## config.mk

```make
export PLATFORM = sky130hd
export DESIGN_NAME = spi_slave_flat
export DESIGN_NICKNAME = d
export VERILOG_FILES = /design/src/rtl/spi_slave_if.sv /design/src/rtl/spi_slave.sv /design/src/flat_wrapper.sv
export SDC_FILE = /design/constraint.sdc
export NUM_CORES = 1
export LEC_CHECK = 0
export CORE_MARGIN = 1
export CORE_UTILIZATION = 52
export CTS_BUF_LIST = sky130_fd_sc_hd__clkbuf_16
export DETAILED_ROUTE_END_ITERATION = 7
export PLACE_DENSITY = 0.77
export SLEW_MARGIN = 20
export SYNTH_ARGS = -nofsm -noshare
export SYNTH_HDL_FRONTEND = slang
export SYNTH_SLANG_ARGS = --single-unit
```

## constraint.sdc

```tcl
create_clock -name clk -period 1.81 [get_ports clk]
set_clock_uncertainty 0.1 [all_clocks]
set_input_delay 0.4525 -clock clk [delete_from_list [all_inputs] [get_ports clk]]
set_output_delay 0.4525 -clock clk [all_outputs]
set_load 0.02 [all_outputs]
```

## src/rtl/spi_slave_if.sv

```systemverilog
// SPI pin bundle plus the core-side receive/transmit handshake of spi_slave.
//
// Receive handshake: rx_valid marks rx_data as a fresh byte. In the default
// build it is a one-cycle strobe and rx_ack is ignored. With
// SPI_SLAVE_RX_HANDSHAKE_EN defined, rx_valid holds until the consumer samples
// rx_ack high; a byte completing while rx_valid is still high overwrites
// rx_data and sets the sticky rx_overrun.
// Transmit handshake: tx_load is a one-cycle write strobe for tx_data. It is
// always accepted, and the last write wins. tx_full shows a byte waiting for
// the shifter.
interface spi_slave_if;
  logic       sck;
  logic       ss_n;
  logic       mosi;
  logic       miso;
  logic       miso_oe;
  logic       busy;
  logic [7:0] rx_data;
  logic       rx_valid;
  logic       rx_ack;
  logic       rx_overrun;
  logic [7:0] tx_data;
  logic       tx_load;
  logic       tx_full;

  modport slave (
    input  sck, ss_n, mosi, rx_ack, tx_data, tx_load,
    output miso, miso_oe, busy, rx_data, rx_valid, rx_overrun, tx_full
  );

  modport master (
    output sck, ss_n, mosi, rx_ack, tx_data, tx_load,
    input  miso, miso_oe, busy, rx_data, rx_valid, rx_overrun, tx_full
  );
endinterface

```

## src/rtl/spi_slave.sv

```systemverilog
// SPI mode-0 responder, MSB first, 8-bit frames, oversampled in the clk domain.
// Optional feature macro: SPI_SLAVE_RX_HANDSHAKE_EN turns rx_valid into a
// level cleared by rx_ack and enables the sticky rx_overrun flag.
module spi_slave #(
  parameter int         SYNC_STAGES = 2,
  parameter logic [7:0] IDLE_BYTE   = 8'h00
) (
  input  logic        clk,
  input  logic        rst,
  spi_slave_if.slave  bus
);

  logic [SYNC_STAGES-1:0] sck_sync, ss_sync, mosi_sync;
  logic sck_s, ss_s, mosi_s;
  logic sck_d, ss_d;

  logic [2:0] bit_cnt;
  logic [7:0] rx_shift;
  // Bits of the current reply byte not yet presented on miso.
  logic [6:0] tx_shift;
  logic [7:0] tx_buf;
  logic       tx_full;
  logic       byte_done;

  logic       miso, miso_oe, busy;
  logic [7:0] rx_data;
  logic       rx_valid;
  logic       rx_overrun;

  assign sck_s  = sck_sync[SYNC_STAGES-1];
  assign ss_s   = ss_sync[SYNC_STAGES-1];
  assign mosi_s = mosi_sync[SYNC_STAGES-1];

  logic rise, fall, ss_fall, reload;
  logic [7:0] next_tx;

  assign rise    = sck_s & ~sck_d & ~ss_s;
  assign fall    = ~sck_s & sck_d & ~ss_s;
  assign ss_fall = ss_d & ~ss_s;
  assign reload  = ss_fall | (fall & (bit_cnt == 3'd0));
  // A load in the reload cycle bypasses the buffer straight into the shifter.
  assign next_tx = bus.tx_load ? bus.tx_data : (tx_full ? tx_buf : IDLE_BYTE);

  // Synchronizers and edge-detect delay registers; ss_n idles high.
  always_ff @(posedge clk or negedge rst) begin
    if (!rst) begin
      sck_sync  <= '0;
      ss_sync   <= '1;
      mosi_sync <= '0;
      sck_d     <= 1'b0;
      ss_d      <= 1'b1;
    end else begin
      sck_sync  <= {sck_sync[SYNC_STAGES-2:0], bus.sck};
      ss_sync   <= {ss_sync[SYNC_STAGES-2:0], bus.ss_n};
      mosi_sync <= {mosi_sync[SYNC_STAGES-2:0], bus.mosi};
      sck_d     <= sck_s;
      ss_d      <= ss_s;
    end
  end

  // Bit counter, receive shifter and miso driver for the selected frame.
  always_ff @(posedge clk or negedge rst) begin
    if (!rst) begin
      bit_cnt   <= 3'd0;
      rx_shift  <= 8'h00;
      tx_shift  <= 7'h00;
      miso      <= 1'b0;
      miso_oe   <= 1'b0;
      busy      <= 1'b0;
      byte_done <= 1'b0;
    end else begin
      miso_oe   <= ~ss_s;
      busy      <= ~ss_s;
      byte_done <= 1'b0;
      if (ss_s) begin
        // Deselected: partial byte is dropped and sck is ignored.
        bit_cnt <= 3'd0;
        miso    <= 1'b0;
      end else if (ss_fall) begin
        bit_cnt  <= 3'd0;
        miso     <= next_tx[7];
        tx_shift <= next_tx[6:0];
      end else begin
        if (rise) begin
          rx_shift <= {rx_shift[6:0], mosi_s};
          bit_cnt  <= bit_cnt + 3'd1;
          if (bit_cnt == 3'd7)
            byte_done <= 1'b1;
        end
        if (fall) begin
          if (bit_cnt == 3'd0) begin
            miso     <= next_tx[7];
            tx_shift <= next_tx[6:0];
          end else begin
            miso     <= tx_shift[6];
            tx_shift <= {tx_shift[5:0], 1'b0};
          end
        end
      end
    end
  end

  // One-deep transmit buffer; a shifter reload empties it.
  always_ff @(posedge clk or negedge rst) begin
    if (!rst) begin
      tx_buf  <= 8'h00;
      tx_full <= 1'b0;
    end else if (reload) begin
      tx_full <= 1'b0;
    end else if (bus.tx_load) begin
      tx_buf  <= bus.tx_data;
      tx_full <= 1'b1;
    end
  end

`ifdef SPI_SLAVE_RX_HANDSHAKE_EN
  // Level-style rx_valid; completion beats a same-cycle acknowledge.
  always_ff @(posedge clk or negedge rst) begin
    if (!rst) begin
      rx_data    <= 8'h00;
      rx_valid   <= 1'b0;
      rx_overrun <= 1'b0;
    end else if (byte_done) begin
      rx_data  <= rx_shift;
      rx_valid <= 1'b1;
      if (rx_valid)
        rx_overrun <= 1'b1;
    end else if (bus.rx_ack) begin
      rx_valid <= 1'b0;
    end
  end
`else
  logic unused_rx_ack;
  assign unused_rx_ack = bus.rx_ack;
  assign rx_overrun    = 1'b0;

  // One-cycle rx_valid strobe per completed byte.
  always_ff @(posedge clk or negedge rst) begin
    if (!rst) begin
      rx_data  <= 8'h00;
      rx_valid <= 1'b0;
    end else begin
      rx_valid <= byte_done;
      if (byte_done)
        rx_data <= rx_shift;
    end
  end
`endif

  assign bus.miso       = miso;
  assign bus.miso_oe    = miso_oe;
  assign bus.busy       = busy;
  assign bus.rx_data    = rx_data;
  assign bus.rx_valid   = rx_valid;
  assign bus.rx_overrun = rx_overrun;
  assign bus.tx_full    = tx_full;

endmodule
```

## src/flat_wrapper.sv

```systemverilog
// flat-port wrapper written by rule: the top's interface ports become plain ports
module spi_slave_flat 
#(
  parameter int         SYNC_STAGES = 2,
  parameter logic [7:0] IDLE_BYTE   = 8'h00
)
  (clk, rst, bus_sck, bus_ss_n, bus_mosi, bus_rx_ack, bus_tx_data, bus_tx_load, bus_miso, bus_miso_oe, bus_busy, bus_rx_data, bus_rx_valid, bus_rx_overrun, bus_tx_full);
  spi_slave_if bus_i ();
  input  logic clk;
  input  logic rst;
  input wire logic [$bits(bus_i.sck)-1:0] bus_sck;
  input wire logic [$bits(bus_i.ss_n)-1:0] bus_ss_n;
  input wire logic [$bits(bus_i.mosi)-1:0] bus_mosi;
  input wire logic [$bits(bus_i.rx_ack)-1:0] bus_rx_ack;
  input wire logic [$bits(bus_i.tx_data)-1:0] bus_tx_data;
  input wire logic [$bits(bus_i.tx_load)-1:0] bus_tx_load;
  output wire logic [$bits(bus_i.miso)-1:0] bus_miso;
  output wire logic [$bits(bus_i.miso_oe)-1:0] bus_miso_oe;
  output wire logic [$bits(bus_i.busy)-1:0] bus_busy;
  output wire logic [$bits(bus_i.rx_data)-1:0] bus_rx_data;
  output wire logic [$bits(bus_i.rx_valid)-1:0] bus_rx_valid;
  output wire logic [$bits(bus_i.rx_overrun)-1:0] bus_rx_overrun;
  output wire logic [$bits(bus_i.tx_full)-1:0] bus_tx_full;
  assign bus_i.sck = bus_sck;
  assign bus_i.ss_n = bus_ss_n;
  assign bus_i.mosi = bus_mosi;
  assign bus_i.rx_ack = bus_rx_ack;
  assign bus_i.tx_data = bus_tx_data;
  assign bus_i.tx_load = bus_tx_load;
  assign bus_miso = bus_i.miso;
  assign bus_miso_oe = bus_i.miso_oe;
  assign bus_busy = bus_i.busy;
  assign bus_rx_data = bus_i.rx_data;
  assign bus_rx_valid = bus_i.rx_valid;
  assign bus_rx_overrun = bus_i.rx_overrun;
  assign bus_tx_full = bus_i.tx_full;
  spi_slave #(.SYNC_STAGES(SYNC_STAGES), .IDLE_BYTE(IDLE_BYTE)) u_core (.clk(clk), .rst(rst), .bus(bus_i));
endmodule
```

Word level (Yosys, flattened, before mapping)
Cells that the tools add are included.
{"block": "totals", "word_cells": 55, "regBits": 47, "in_bits": 15}
{"block": "op_classes", "addsub": 1, "eq_ne": 1, "bitwise_logic": 12, "reduce_logical": 8, "muxes": 18}
{"operator": "2-to-1 mux 7 bit", "n": 3}
{"operator": "2-to-1 mux 8 bit", "n": 2}
{"operator": "2-to-1 mux 1 bit", "n": 10}
{"operator": "2-to-1 mux 3 bit", "n": 3}
{"operator": "AND 1 bit", "n": 6}
{"operator": "nonzero test 3 bit", "n": 2}
{"operator": "NOT 1 bit", "n": 5}
{"operator": "AND reduction 2 bit", "n": 2}
{"operator": "nonzero test 2 bit", "n": 2}
{"operator": "adder 3 x 1 -> 3 bit (second input constant)", "n": 1}
{"operator": "== test 3 bit (second input constant)", "n": 1}
{"operator": "zero test 3 bit", "n": 1}
{"operator": "AND reduction 3 bit", "n": 1}
{"operator": "OR 1 bit", "n": 1}

Longest topological paths before layout
Gate-level depths: netlist of the first run.
{"block": "logic_depth", "word_depth": 7, "mapped_depth": 6, "mapped_depth_nobuf": 6}

Worst setup path before layout of the first run
Ideal clock, no wire load.
{"block": "synth_path", "kind": "reg-to-reg", "from": "register u_core.bit_cnt[0]", "to": "register u_core.tx_buf[0]", "setup_ns": 0.125, "stages_incl_launch_ff": 7, "path_slack_ns": 0.274, "n_path_buf": 0, "arrival_time_ns": 1.311, "cell_sequence": "dfrtp_1 > inv_1 > ha_1 > and4bb_1 > o21ai_2 > nand2_4 > mux2_2"}
{"block": "synth_via", "elab_chain_cells": 5}
{"item": "start: declaration", "line": "spi_slave.sv:17", "source": "logic [2:0] bit_cnt;"}
{"item": "start signal: assignment", "line": "spi_slave.sv:86", "source": "bit_cnt <= bit_cnt + 3'd1;"}
{"item": "zero test 3 bit", "line": "spi_slave.sv:40", "source": "assign reload = ss_fall | (fall & (bit_cnt == 3'd0));"}
{"item": "AND 1 bit", "line": "spi_slave.sv:40"}
{"item": "OR 1 bit", "line": "spi_slave.sv:40"}
{"item": "NOT 1 bit (no source line)"}
{"item": "AND reduction 2 bit (no source line)"}
{"item": "end signal: assignment", "line": "spi_slave.sv:111", "source": "tx_buf <= bus.tx_data;"}
{"item": "end: declaration", "line": "spi_slave.sv:21", "source": "logic [7:0] tx_buf;"}
No other way between the ends.
A chain may end at the register's enable or synchronous reset.

Worst setup path in the final report of the first run
{"block": "layout_path", "from": "register u_core.rx_data[0], in the netlist u_core.bus.rx_data[0]", "to": "output port bus_rx_data[0]"}
{"item": "start: declaration", "line": "spi_slave.sv:26", "source": "logic [7:0] rx_data;"}
{"item": "start signal: assignment", "line": "spi_slave.sv:145", "source": "rx_data <= rx_shift;"}
{"item": "end: declaration", "line": "flat_wrapper.sv:20", "source": "output wire logic [$bits(bus_i.rx_data)-1:0] bus_rx_data;"}
No word-level cell between the ends.

==> results of run 1 <==
==> logic make-up after synthesis <==
kind of cell | share of synthesized area (%)
other | 0.196
AO/OA/AOI/OAI | 9.37
XOR/XNOR | 0.458
buffers and inverters | 2.95
multiplexers | 15.7
adder cells (fa/ha/maj) | 1.96
AND/OR/NAND/NOR | 7.60
flip-flops | 61.8
==> state kept, by name (all words and copies together), names as in the netlist <==
name / cells
u_core.bus.rx_data: 8
u_core.rx_shift: 8
u_core.tx_buf: 8
u_core.tx_shift: 7
u_core.bit_cnt: 3
u_core.mosi_sync: 2
u_core.sck_sync: 2
u_core.ss_sync: 2
u_core.bus.miso: 1
u_core.bus.miso_oe: 1
u_core.bus.rx_valid: 1
u_core.bus.tx_full: 1
u_core.byte_done: 1
u_core.sck_d: 1
u_core.ss_d: 1
==> power by group through the flow <==
stage	logic (mW)	clock network, mW	registers [mW]
2_1_floorplan	0.159	0	1.23
3_3_place_gp	0.246	0	1.24
3_5_place_dp	0.258	0	1.25
4_1_cts	0.257	1.02	1.23
5_1_grt	0.281	1.06	1.25
6_report	0.252	0.985	1.24
==> worst max-delay path by stage <==
stage	depth (start not counted)	endpoint
final	1	bus_rx_data[0]
after global routing	1	bus_rx_data[0]
after CTS	1	bus_rx_data[2]
after detailed placement	5	u_core.tx_shift[3]
after global placement	5	u_core.tx_shift[6]
after floorplan	6	u_core.tx_buf[0]
==> per-stage QoR <==
stage / std cells / hold slack (ns) / TNS (ns) / utilization, %
3_5_place_dp: 209 / 0.237 / -0.0299 / 65.6
6_report: 217 / 0.0224 / 0 / 70.8
2_1_floorplan: 139 / 0.0569 / 0 / -
3_3_place_gp: 209 / 0.233 / 0 / 65.6
4_1_cts: 217 / 0.0340 / 0 / 70.3
5_1_grt: 217 / 0.0569 / 0 / 70.8
==> cells in the final DEF (no fill, tap or decap), types with 2 or more instances in the layout <==
cell and n:
dfstp_2 3, nand2_1 10, ha_1 3, dfrtp_1 44, buf_4 5, dlymetal6s2s_1 7
clkbuf_16 5, nor2_1 6, o31ai_1 7, o21ai_0 2, mux2i_1 3, inv_1 3
a221oi_1 6, nor2b_1 2, mux2_2 24, nor3_1 4, clkdlybuf4s50_1 17
==> area by class of cell <==
class,instances,area (µm²)
Clock inverter,3,38.8
Sequential cell,47,1180
Timing Repair Buffer,32,329
Tap cell,46,57.6
Fill cell,256,996
Multi-Input combinational cell,80,674
Inverter,4,15.0
Clock buffer,5,125
==> timing repair <==
item,CTS,global route
gates resized for setup,1,7
setup endpoints to repair,1,7
pin swaps,0,0
==> per-layer routing <==
layer	wire (µm)	up-vias	GRT usage [%]
met5	0	-	0
met4	53	0	7.85
met3	165	5	6.20
met2	1530	30	27.7
met1	1360	579	25.4
li1	-	555	-
==> metrics.txt, run 1 <==
endpoints failing setup=0; Mapped Cells=between 100 and 150; EDFF count, synth=0; final setup margin=0.0336 ns; Max Freq=0.563 GHz; Bufs on Longest Clock Path=2; latest clock arrival within the worst-skew pair=0.28 ns; Sw Pwr=0.527 mW; worst setup path startpoint=u_core.bus.rx_data[0]; CP arrival=1.22 ns; initial antenna violation count=0; Setup CP Type=flop to output port; Netlist cell types=31; Setup WS pre-CTS=-0.0299 ns; ratio of cells with drive above 1 in the final layout=26.9%; sequential share of power=around 50%; Die Ht=62.6 µm; Tot GR Track Use=18.7%; CP Launch Type=flop; leakage power=1.21 nW; Main synth FF type=dfrtp_1; total CTS buffers=5; Residual DRC=0; Core Region=~3400 µm²; remaining global-route overflow=0; First-pass DRT Iterations=4; R2R depth=6; Tmin final=1.78 ns; Synth area leader=dfrtp_1; RSZ-0062 raised after global routing=no; DR iter-0 viols=55; num ports=29; Root Buffer=clkbuf_16; Final Instance Area=between 2000 and 2500 µm²; yosys warns=0; Clk pin slew, worst setup/hold paths=0.06 ns; Critical Path Max Stage Delay=around 0.6 ns; worst reg2reg endpoint=u_core.tx_buf[7]; Post-synth ARST share=100%; routed vias/inst=between 5 and 6; CP delay by family, top=buffers and inverters; CTS Hold Bufs=0; # clock sinks=47; first-pass GRT wire length=5410 µm; Area growth, synth to finish=26.7%; IO Port Bufs=26; share of the yosys chip area belonging to registers=61.8%; Worst setup EP type=output port; top-area cell type share of the netlist area=between 50% and 60%; syn_area_per_cell=about 14 µm²; total power=2.47 mW; Internal=~1.9 mW; Hold Vio Cnt, Final=0; Final Wtd Congestion=0.746; largest net degree at the start of global routing=28; Worst R2R Start=u_core.bit_cnt[1]; via count=1169; CTS tree=yes; syn_nets=~160; Nets=188; antenna cells=0; vias in the first global route=~1100; CP required=~1.3 ns; H-tree depth=2; Seq cells post-synth=47; Clk network pwr share=39.8%; fin crit share=98.1%; crit-path cells=clkdlybuf4s50_1; DP Area=between 2000 and 2500 µm²; Final Max Tran Viols=0; Critical Path Fanout Max=2; Reg2Reg Setup Slack=0.13 ns; Initial Utilization=55.9%; postcts setup bufs=0; WL final=3110 µm; HPWL after detailed placement=roughly 2300 µm; # rows=21; Buf/Inv on CP=1; power per cell area=just over 1000 nW/µm²; VDD IR-drop max=0.000775 V; combinational share of power=10.2%; Sw Ratio=21.3%; status=completed; Max-Cap Viols=0; top cells by count, synth=dfrtp_1, mux2_2, nand2_1; critical-path cell with the highest stage delay=clkdlybuf4s50_1; Hold WC Path Type=input port to async pin; Antenna Nets Post-Route=0; Die ar.=about 3900 µm²; count leader, synth=dfrtp_1; die extent in x=62.6 µm; synthesized cell area=1910 µm²; WL/cell=around 14 µm; Synth area leaders=dfrtp_1, mux2_2, dfstp_2
Power figures use the tool's default switching activity.
==> run 2, diff against run 1 <==
Settings changed: CORE_UTILIZATION 52 to 50, PLACE_DENSITY 0.77 to 0.75.
==> run 2 against run 1 <==
Net effect: largest cell class unchanged; register-to-register slack got worse by 0.02 ns; wire length rose by 3.0%; hold slack improved by 0.023 ns; highest routed layer unchanged; combinational power barely moved.
==> metrics.txt, run 2 (synthesized netlist as in run 1, its figures left out) <==
status=completed; Core Region=3660 µm² (+7.2%); most frequent cells in the layout=dfrtp_1, mux2_2, clkdlybuf4s50_1; Initial Utilization=52.2% (-3.7 points); power per cell area=1030 nW/µm² (+0.67%); final setup margin=0.0344 ns (+0.000840 ns); routed vias/inst=5.34 (-0.80%); fin cells=218 (+0.46%); WL/cell=14.7 µm (+2.5%); commonest non-fill, non-tap cell in the layout=dfrtp_1; First-pass DRT Iterations=4 (unchanged); Area growth, synth to finish=26.8%; placed instance count=211 (+0.96%); DR iter-0 viols=50 (-9.1%); Max-Cap Viols=0 (unchanged); Max Freq=0.563 GHz (about the same); DP Area=2240 µm² (+0.11%); initial antenna violation count=0 (unchanged); WL final=3210 µm (+3.0%); CTS Hold Bufs=0 (unchanged); Tot GR Track Use=19.2% (+0.44 points); Nets=188 (unchanged); via count=1165 (-0.34%); Clk network pwr share=40.2% (+0.4 points); Clk pin slew, worst setup/hold paths=0.06 ns (about the same); IO Port Bufs=26 (unchanged); Tmin final=1.78 ns (-0.000840 ns); RSZ-0062 raised after global routing=no; Antenna Nets Post-Route=0 (unchanged); first-pass GRT wire length=5730 µm (+6.0%); CP delay by family, top=buffers and inverters; die extent in x=63.8 µm (+1.9%); CTS tree=yes; Sw Ratio=21.9% (+0.60 points); Internal=1.95 mW (about the same); # rows=22 (+4.8%); vias in the first global route=1212 (+8.1%); Bufs on Longest Clock Path=2 (unchanged); Setup CP Type=flop to output port; Buf/Inv on CP=1 (unchanged); total power=2.49 mW (+0.77%); Die ar.=4070 µm² (+3.9%); Sw Pwr=0.546 mW (+3.6%); Critical Path Fanout Max=2 (unchanged); fin crit share=98.1% (about the same); Hold Vio Cnt, Final=0 (unchanged); remaining global-route overflow=0 (unchanged); crit-path cells=clkdlybuf4s50_1; Worst setup EP type=output port; endpoints failing setup=0 (unchanged); Die Ht=63.8 µm (+1.9%); Final Wtd Congestion=0.767 (+2.8%); Final Instance Area=2420 µm² (+0.10%); antenna cells=0 (unchanged); total CTS buffers=5 (unchanged); largest registers=u_core.bus.rx_data (8), u_core.rx_shift (8), u_core.tx_buf (8); num ports=29 (unchanged); CP Launch Type=flop; Root Buffer=clkbuf_16; CP arrival=1.22 ns (about the same); sequential share of power=49.6% (-0.4 points); GR Util met2=27.4% (-0.32 points); critical-path cell with the highest stage delay=clkdlybuf4s50_1; ratio of cells with drive above 1 in the final layout=27.1% (+0.16 points); VDD IR-drop max=0.00133 V (+71%); Residual DRC=0 (unchanged); Critical Path Max Stage Delay=0.60 ns (about the same); H-tree depth=2 (unchanged); final core occ=66.2% (-4.7 points); postcts setup bufs=0 (unchanged); leakage power=1.25 nW (+3.2%); M3 GR Usage=6.61% (+0.40 points); gr busiest metal=met2; largest net degree at the start of global routing=48 (+71%); CP required=1.26 ns (about the same); Hold WC Path Type=input port to async pin; combinational share of power=10.2% (about the same); latest clock arrival within the worst-skew pair=0.28 ns (about the same); Setup WS pre-CTS=-0.0561 ns (-0.0263 ns); met1 GRT Util=26.8% (+1.4 points); HPWL after detailed placement=2240 µm (-2.4%); # clock sinks=47 (unchanged); Final Max Tran Viols=0 (unchanged)
[run 2: cell types whose count changed in the layout (fill, tap and decap cells not counted), sizes merged]
| cell | before | now |
|---|---|---|
| dlymetal6s2s | 7 | 8 |
| clkdlybuf4s50 | 17 | 15 |
| clkinvlp | 0 | 1 |
| clkinv | 2 | 0 |
| dlygate4sd2 | 1 | 2 |
[run 2: power groups by stage]
| stage | Clock (mW) | Combinational [mW] | Sequential (mW) |
|---|---|---|---|
| 5_1_grt | 1.07 | 0.286 | 1.25 |
| 4_1_cts | 1.02 | 0.258 | 1.24 |
| 2_1_floorplan | 0 | 0.159 | 1.23 |
| 3_3_place_gp | 0 | 0.246 | 1.24 |
| 3_5_place_dp | 0 | 0.257 | 1.25 |
| 6_report | 1.00 | 0.254 | 1.24 |
[run 2: path summary, 6_finish.rpt]
path | startpoint | endpoint | slack, ns | depth (start not counted)
max | u_core.bus.miso_oe | bus_miso_oe | 0.03 | 1
min | rst | u_core.bus.rx_data[6] | 0.05 | 2
max reg2reg | u_core.bit_cnt[0] | u_core.tx_buf[5] | 0.11 | 6
min reg2reg | u_core.mosi_sync[0] | u_core.mosi_sync[1] | 0.25 | 0
max in group asynchronous | rst | u_core.ss_sync[1] | 1.30 | 2
min in group clk | u_core.mosi_sync[0] | u_core.mosi_sync[1] | 0.25 | 0
[run 2: per-stage QoR]
step | hold WS (ns) | setup TNS (ns)
2_1_floorplan | 0.0569 | 0
3_3_place_gp | 0.236 | 0
3_5_place_dp | 0.237 | -0.102
4_1_cts | 0.0508 | 0
5_1_grt | 0.0682 | 0
6_report | 0.0456 | 0
[run 2: layout make-up]
cell class | count | area [µm²]
clock buffers | 5 | 125
well taps | 48 | 60.1
clock inverters | 2 | 37.5
flip-flops and latches | 47 | 1180
fillers | 266 | 1240
multi-input cells | 80 | 674
inverters | 4 | 15.0
repair buffers | 32 | 330
[run 2: metal layers]
layer / routed length [µm] / share of wire (%)
met1: 1530 / 48
met2: 1520 / 47
met3: 100 / 3.1
met4: 58 / 1.8
met5: 0 / 0
[run 2: worst reg2reg max path: stages (launching register included)]
cell,delay (ns)
dfrtp_1,0.35
inv_1,0.07
ha_1,0.22
and4bb_1,0.22
o21ai_2,0.21
nand2_4,0.12
mux2_2,0.29
[run 2: repair_timing]
item,4_1_cts,5_1_grt
gates resized for setup,2,8
cloned,0,0
setup endpoints to repair,2,8
==> run 3, diff against run 2 <==
Clock period 1.81 ns to 1.99 ns, I/O delays scaled along.
==> run 3 against run 2 <==
Net effect: cell area fell by 2.2%; count of clock-buffer cells in the layout is the same; sequential share of layout area increased by 1.1 points; first-iteration DRC count increased by 14%; final cell count shrank 0.46%; critical path depth stayed put; hold slack better by 0.022 ns; clock power is 21% lower.
==> metrics.txt, run 3 (synthesized netlist as in run 1, its figures left out) <==
status=completed; HPWL after detailed placement=2140 µm (-4.4%); Fin Setup TNS=0 ns (unchanged); Max-Cap Viols=0 (unchanged); Buf/Inv on CP=1 (unchanged); Nets=186 (-1.1%); routed vias/inst=5.19 (-2.8%); Hold WC Path Type=input port to async pin; Slew @ Worst Pin=0.511 ns; Initial Utilization=52.2% (unchanged); via count=1127 (-3.3%); first-pass GRT wire length=5530 µm (-3.6%); Final Wtd Congestion=0.766 (about the same); Sw Ratio=23.3% (+1.4 points); Tmin final=1.87 ns; Bufs on Longest Clock Path=2 (unchanged); power per cell area=903 nW/µm² (-12%); Sw Pwr=0.498 mW (-8.8%); H-tree depth=2 (unchanged); CTS tree=yes; area of the multi-input gates=674 µm² (unchanged); CTS Hold Bufs=0 (unchanged); Root Buffer=clkbuf_16; worst relative slew slack=65.8%; critical-path cell with the highest stage delay=clkdlybuf4s50_1; CTS resizes=0 (-2); Clk network pwr share=37.0% (-3.2 points); Internal=1.64 mW (-16%); WL final=3040 µm (-5.3%); fin crit share=94.0%; num ports=29 (unchanged); largest registers=u_core.bus.rx_data (8), u_core.rx_shift (8), u_core.tx_buf (8); First-pass DRT Iterations=4 (unchanged); CP arrival=1.27 ns (+0.05 ns); Residual DRC=0 (unchanged); Die ar.=4070 µm² (unchanged); CP delay by family, top=buffers and inverters; Setup CP Type=flop to output port; leakage power=1.08 nW (-14%); Die Ht=63.8 µm (unchanged); CP Launch Type=flop; Max Freq=0.535 GHz; Worst setup EP type=output port; # rows=22 (unchanged); Hold Vio Cnt, Final=0 (unchanged); FF/Latch Area=1180 µm² (unchanged); latest clock arrival within the worst-skew pair=0.29 ns (about the same); remaining global-route overflow=0 (unchanged); vias in the first global route=1156 (-4.6%); die extent in x=63.8 µm (unchanged); IO Port Bufs=26 (unchanged); Critical Path Fanout Max=4 (+2); final setup margin=0.120 ns (+0.0855 ns); most frequent cells in the layout=dfrtp_1, clkdlybuf4s50_1, mux2_2; postcts setup bufs=0 (unchanged); Final Max Tran Viols=0 (unchanged); combinational share of power=10.6% (+0.4 points); RSZ-0062 raised after global routing=no; crit-path cells=clkdlybuf4s50_1; Antenna Nets Post-Route=0 (unchanged); VDD IR-drop max=0.000672 V (-49%); sequential share of power=52.5% (+2.9 points); endpoints failing setup=0 (unchanged); Critical Path Max Stage Delay=0.61 ns (about the same); ratio of cells with drive above 1 in the final layout=26.0% (-1.0 points); CP required=1.39 ns (+0.13 ns); total CTS buffers=5 (unchanged); commonest non-fill, non-tap cell in the layout=dfrtp_1; Clk pin slew, worst setup/hold paths=0.06 ns (about the same); Tot GR Track Use=18.8% (-0.41 points); DR iter-0 viols=57 (+14%); fill count=270 (+1.5%); Area growth, synth to finish=24.0%; Final Instance Area=2370 µm² (-2.2%); initial antenna violation count=0 (unchanged); Core Region=3660 µm² (unchanged); # clock sinks=47 (unchanged); DP Area=2230 µm² (-0.67%); Hold Worst Slack=0.0672 ns (+0.0216 ns); WL/cell=14.0 µm (-4.9%); largest net degree at the start of global routing=28 (-42%); antenna cells=0 (unchanged); Setup WS pre-CTS=-0.0115 ns (+0.0446 ns)
run 3: cell types whose count changed in the layout (fill, tap and decap cells not counted), sizes merged:
cell           delta
dlymetal6s2s      -8
buf               -2
clkinv            +1
bufinv            -1
clkdlybuf4s50    +10
dlygate4sd2       -2
inv               +1
run 3: final cells by class:
class                   instances  area share, %
repair buffers                 30           12.6
well taps                      48           2.54
inverters                       4          0.634
multi-input cells              80           28.5
flip-flops and latches         47           49.8
clock buffers                   5           5.28
clock inverters                 3          0.687
run 3: path summary, 6_finish.rpt:
| check | from | end | slack, ns | depth (start not counted) |
|---|---|---|---|---|
| worst min-delay path | rst | u_core.rx_shift[6] | 0.07 | 1 |
| worst min register to register | u_core.mosi_sync[0] | u_core.mosi_sync[1] | 0.25 | 0 |
| max in group asynchronous | rst | u_core.ss_sync[1] | 1.14 | 2 |
| worst max-delay path | u_core.bus.tx_full | bus_tx_full | 0.12 | 1 |
| min in group clk | u_core.mosi_sync[0] | u_core.mosi_sync[1] | 0.25 | 0 |
| worst max register to register | u_core.bit_cnt[0] | u_core.tx_buf[0] | 0.30 | 6 |
run 3: per-layer routing:
metal	vias up	global-route usage, %	part of all wire [%]
li1	548	-	-
met1	545	25.6	48
met3	8	5.00	4.3
met2	26	26.5	45
met5	-	0	0
met4	0	11.9	3.0
run 3: stage by stage:
step | power [mW] | cells | util, %
after global routing | 2.25 | 217 | 64.7
final | 2.14 | 217 | 64.7
after global placement | 1.35 | 209 | 60.8
after detailed placement | 1.37 | 209 | 60.8
after floorplan | 1.27 | 139 | -
after CTS | 2.17 | 217 | 64.7
run 3: power groups by stage:
stage	Clock (mW)	Sequential (mW)	Combinational (mW)
2_1_floorplan	0	1.12	0.145
5_1_grt	0.857	1.14	0.251
3_5_place_dp	0	1.14	0.228
4_1_cts	0.818	1.12	0.230
3_3_place_gp	0	1.13	0.220
6_report	0.791	1.12	0.226
